File: config.mk
export PLATFORM = sky130hd
export DESIGN_NAME = pc_sequencer
export DESIGN_NICKNAME = d
export VERILOG_FILES = /design/src/rtl/pc_seq_pkg.sv /design/src/rtl/pc_incrementer.sv /design/src/rtl/pc_sequencer.sv
export SDC_FILE = /design/constraint.sdc
export NUM_CORES = 1
export LEC_CHECK = 0
export ABC_AREA = 1
export CORE_MARGIN = 2
export CORE_UTILIZATION = 35
export DETAILED_ROUTE_END_ITERATION = 6
export GPL_TIMING_DRIVEN = 0
export PLACE_DENSITY = 0.78
export SETUP_SLACK_MARGIN = 0.02
export SYNTH_ARGS = -nofsm -noshare
export SYNTH_HDL_FRONTEND = slang
export SYNTH_SLANG_ARGS = --single-unit
File: constraint.sdc
create_clock -name clk -period 1.3 [get_ports clk]
set_input_delay 0.13 -clock clk [delete_from_list [all_inputs] [get_ports clk]]
set_output_delay 0.13 -clock clk [all_outputs]
set_load 0.02 [all_outputs]
File: src/rtl/pc_seq_pkg.sv
// Shared state encodings and default parameter values for the PC sequencer.
package pc_seq_pkg;

    typedef enum logic [1:0] {
        BOOT = 2'd0,
        RUN  = 2'd1,
        HALT = 2'd2
    } pc_state_e;

    // Flat constants for code that keeps state in a plain logic vector.
    localparam logic [1:0] ST_BOOT = 2'(BOOT);
    localparam logic [1:0] ST_RUN  = 2'(RUN);
    localparam logic [1:0] ST_HALT = 2'(HALT);

    localparam int PC_WIDTH_DEF   = 8;
    localparam int PC_INC_DEF     = 4;
    localparam int RESET_VEC_DEF  = 0;
    localparam int ALIGN_BITS_DEF = 2;

endpackage

File: src/rtl/pc_incrementer.sv
// Unsigned adder returning the sum and the carry out of the top bit.
module pc_incrementer #(
    parameter int WIDTH = 8
) (
    input  logic [WIDTH-1:0] a,
    input  logic [WIDTH-1:0] b,
    output logic [WIDTH-1:0] sum,
    output logic             c_out
);

    assign {c_out, sum} = {1'b0, a} + {1'b0, b};

endmodule

File: src/rtl/pc_sequencer.sv
// Program-counter sequencer: fetch handshake, redirects, halt/resume, sticky wrap flag.
// Optional macro PC_ALIGN_CHECK_EN: misaligned redirects are rejected and halt the core.
module pc_sequencer
    import pc_seq_pkg::*;
#(
    parameter int PC_WIDTH   = PC_WIDTH_DEF,
    parameter int PC_INC     = PC_INC_DEF,
    parameter int RESET_VEC  = RESET_VEC_DEF,
    parameter int ALIGN_BITS = ALIGN_BITS_DEF
) (
    input  logic                clk,
    input  logic                reset,
    output logic [PC_WIDTH-1:0] pc,
    output logic                pc_valid,
    input  logic                pc_ready,
    output logic [PC_WIDTH-1:0] pc_plus_inc,
    input  logic                redirect_valid,
    input  logic [PC_WIDTH-1:0] redirect_target,
    input  logic                halt_req,
    output logic                halted,
    output logic                pc_wrap,
    output logic                misalign_err
);

    localparam logic [PC_WIDTH-1:0] LOW_MASK = PC_WIDTH'((1 << ALIGN_BITS) - 1);
    localparam logic [PC_WIDTH-1:0] INC_VAL  = PC_WIDTH'(PC_INC);
    localparam logic [PC_WIDTH-1:0] RST_PC   = PC_WIDTH'(RESET_VEC);

    logic [1:0]          state_q, state_d;
    logic [PC_WIDTH-1:0] pc_q, pc_d;
    logic                wrap_q, wrap_d;
    logic                err_q, err_d;
    logic [PC_WIDTH-1:0] inc_sum;
    logic                inc_carry;
    logic [PC_WIDTH-1:0] target_aligned;
    logic                target_misaligned;
    logic                accept;

    pc_incrementer #(.WIDTH(PC_WIDTH)) u_inc (
        .a     (pc_q),
        .b     (INC_VAL),
        .sum   (inc_sum),
        .c_out (inc_carry)
    );

    assign target_aligned = redirect_target & ~LOW_MASK;
`ifdef PC_ALIGN_CHECK_EN
    assign target_misaligned = |(redirect_target & LOW_MASK);
`else
    assign target_misaligned = 1'b0;
`endif

    assign pc_valid     = (state_q == ST_RUN);
    assign halted       = (state_q == ST_HALT);
    assign accept       = pc_valid && pc_ready;
    assign pc           = pc_q;
    assign pc_plus_inc  = inc_sum;
    assign pc_wrap      = wrap_q;
    assign misalign_err = err_q;

    always_comb begin
        state_d = state_q;
        pc_d    = pc_q;
        wrap_d  = wrap_q;
        err_d   = 1'b0;
        case (state_q)
            ST_BOOT: state_d = ST_RUN;
            ST_RUN: begin
                // Redirect beats accept; halt_req only changes state, so this cycle's PC update still lands.
                if (redirect_valid) begin
                    if (target_misaligned) begin
                        err_d   = 1'b1;
                        state_d = ST_HALT;
                    end else begin
                        pc_d = target_aligned;
                    end
                end else if (accept) begin
                    pc_d   = inc_sum;
                    wrap_d = wrap_q | inc_carry;
                end
                if (halt_req) begin
                    state_d = ST_HALT;
                end
            end
            ST_HALT: begin
                if (redirect_valid) begin
                    if (target_misaligned) begin
                        err_d = 1'b1;
                    end else begin
                        pc_d    = target_aligned;
                        state_d = ST_RUN;
                    end
                end
            end
            default: state_d = ST_BOOT;
        endcase
    end

    always_ff @(posedge clk or posedge reset) begin
        if (reset) begin
            state_q <= ST_BOOT;
            pc_q    <= RST_PC;
            wrap_q  <= 1'b0;
            err_q   <= 1'b0;
        end else begin
            state_q <= state_d;
            pc_q    <= pc_d;
            wrap_q  <= wrap_d;
            err_q   <= err_d;
        end
    end

endmodule
==> out/metrics.yaml, run 1 <==
crit_path_end_kind: "output pin"
crit_type: "reg2out"
finalSetupTns_ps: -674
yosys_warnings: 0
powerDensity_mw_per_mm2: 2590
cap_violations: 0
status: "complete, but fails checks"
drc_errors: 0
routed_wl_um: 2000
rows: 15
cts.clk_slew.worst_paths_ps: 70
grt_pass1_vias: 665
dp_hpwl_um: 1280
synth_area_um2: 679
finalCritPeriodShare: 1.15
start_util: 0.381
globalplace.congestion: 0.767
die_x_um: 48.1
syn_area_per_cell_um2: 7.23
ir_worst_vdd_mv: 1.36
skew_ps: 8.45
timing.final.hold_violations: 0
drive_gt1_frac: 0.400
diodes: 0
cts_root_buf: "clkbuf_4"
grt_pass1_wl_um: 2800
leakage_nw: 0.607
yosysSeqAreaShare: 0.331
drv_slew: 0
port_buffers: 25
drtIter0Drc: 20
grt_usage: 0.175
antenna_found_initial: 0
cts.hold.buffers_added: 0
ys_seq_elements: 9
clockBufferDepth: 2
worstPathRequired_ps: 1170
vias_per_cell: 4.60
cts_tree: "yes"
avgRoutedWirePerCell_um: 12.1
fmax_mhz: 670
start_kind: "flip-flop"
rsz0062_at_grt: "yes"
drt_pass1_iterations: 4
cts_sinks: 9
layout.nets: 160
hp-class: "in2async"
yosysUniqueCellTypes: 21
htree_num_levels: 1
syn_to_final_growth_pct: 75.0
synthCells: 94
period_needed_ps: 1490
finalPower_mw: 3.08
cp.arrival_ps: 1360
num_vias: 759
violations: "setup timing"
core_mm2: 0.00178
cts_buffers: 3
finalWorstSetupSlack_ps: -193
grt_max_degree: 10
setup_violations: 9
insertion_delay_ps: 260
cp_max_fo: 5
grt-ovfl-total: 0
ant_nets: 0
dieArea_mm2: 0.00231
placed_area_mm2: 0.00102
die_h_um: 48.1
final_area_mm2: 0.00119
ios: 33
==> area by class of cell <==
| cell class | instances | area [µm²] |
|---|---|---|
| Buffer | 5 | 37.5 |
| Clock buffer | 4 | 26.3 |
| Fill cell | 144 | 594 |
| Inverter | 11 | 46.3 |
| Multi-Input combinational cell | 74 | 488 |
| Sequential cell | 9 | 230 |
| Tap cell | 25 | 31.3 |
| Timing Repair Buffer | 37 | 329 |
==> flip-flops by register name, summed over array words and instances, names as in the netlist <==
signal	flops
pc	6
pc_wrap	1
state_q	2
==> cells in the mapped netlist, drive strengths merged <==
master,number,area share
o31ai,1,0.011
conb,1,0.0055
or2,2,0.018
a21oi,1,0.0074
o21bai,2,0.022
dfrtp,9,0.33
ha,6,0.11
buf,5,0.055
nor2,11,0.072
o21ai,3,0.028
nand2,33,0.19
nand3,7,0.070
inv,11,0.061
nand4,1,0.0092
xor2,1,0.013
==> placed cells by master (no fill, tap or decap), types with 2 or more instances in the layout <==
cell type / netlist / layout
o21bai_1: 2 / 2
clkbuf_4: 0 / 3
buf_2: 0 / 2
dfrtp_2: 0 / 4
nand2_1: 32 / 27
inv_4: 0 / 2
buf_6: 0 / 6
clkdlybuf4s50_1: 0 / 10
ha_1: 6 / 3
nand2_2: 1 / 6
dfrtp_1: 9 / 5
conb_1: 1 / 5
clkdlybuf4s15_1: 0 / 2
inv_1: 9 / 6
buf_4: 5 / 16
nand3_4: 1 / 2
nand3_1: 6 / 4
nor2_4: 1 / 2
nor2_1: 10 / 8
ha_4: 0 / 3
dlygate4sd2_1: 0 / 5
inv_2: 2 / 3
nand3_2: 0 / 2
==> per-stage QoR <==
step	instances	worst slack [ps]	hold slack [ps]	utilization
finish	165	-193	125	0.667
global route	165	-254	171	0.667
CTS	160	-217	142	0.622
detailed placement	148	-485	416	0.570
global placement	148	-473	413	0.570
floorplan	98	6.34	-42.2	-
==> power by group <==
part | internal [mW] | leakage, nW | switching, mW
Clock | 0.118 | 0.0150 | 0.104
Combinational | 0.969 | 0.485 | 1.26
Sequential | 0.429 | 0.107 | 0.200
Total | 1.52 | 0.607 | 1.57
==> layer usage <==
layer,track usage,wire [µm],vias up
li1,-,-,375
met1,0.221,843,339
met2,0.285,1020,41
met3,0.0415,110,4
met4,0.0703,30,0
met5,0,0,-
==> what timing repair did <==
| action | in CTS | in global routing |
|---|---|---|
| hold endpoints to repair | 0 | 0 |
| endpoints found under the setup margin | 22 | 16 |
| setup buffers | 7 | 5 |
| resized for setup | 49 | 19 |
| cloned | 1 | 0 |
| pin swaps | 5 | 4 |
==> worst paths after layout <==
check / from / endpoint / slack [ps] / cells past startpoint
setup / recovery: pc[2] / pc_plus_inc[6] / -190 / 5
hold / removal: reset / state_q[1] / 130 / 2
setup reg to reg: state_q[1] / pc[2] / -70 / 6
hold reg to reg: pc_wrap / pc_wrap / 500 / 1
max in group asynchronous: reset / pc[2] / 880 / 2
min in group clk: pc_wrap / pc_wrap / 500 / 1
==> cells by family (layout without fill, tap and decap cells) <==
logic type	after synthesis	after routing	share of synthesized area
other	1	5	0.00552
XOR/XNOR	1	1	0.0129
AND/OR/NAND/NOR	54	55	0.355
adder cells (fa/ha/maj)	6	6	0.110
buffers and inverters	16	57	0.116
AO/OA/AOI/OAI	7	7	0.0681
flip-flops	9	9	0.331
==> worst max-delay path: stages, from the launching register on <==
cell,delay [ps]
dfrtp_2,420
ha_4,180
nand3_4,70
or2_4,260
nand2_2,60
buf_6,110
(Power assumes the default switching activity.)
==> run 2, diff against run 1 <==
--- a/config.mk
+++ b/config.mk
@@ -8,6 +8,7 @@
 export ABC_AREA = 1
 export CORE_MARGIN = 2
 export CORE_UTILIZATION = 35
+export CTS_CLUSTER_SIZE = 12
 export DETAILED_ROUTE_END_ITERATION = 6
 export GPL_TIMING_DRIVEN = 0
 export PLACE_DENSITY = 0.78
==> results of run 2 <==
No change in the layout: final DEF, timing and power equal those of run 1.
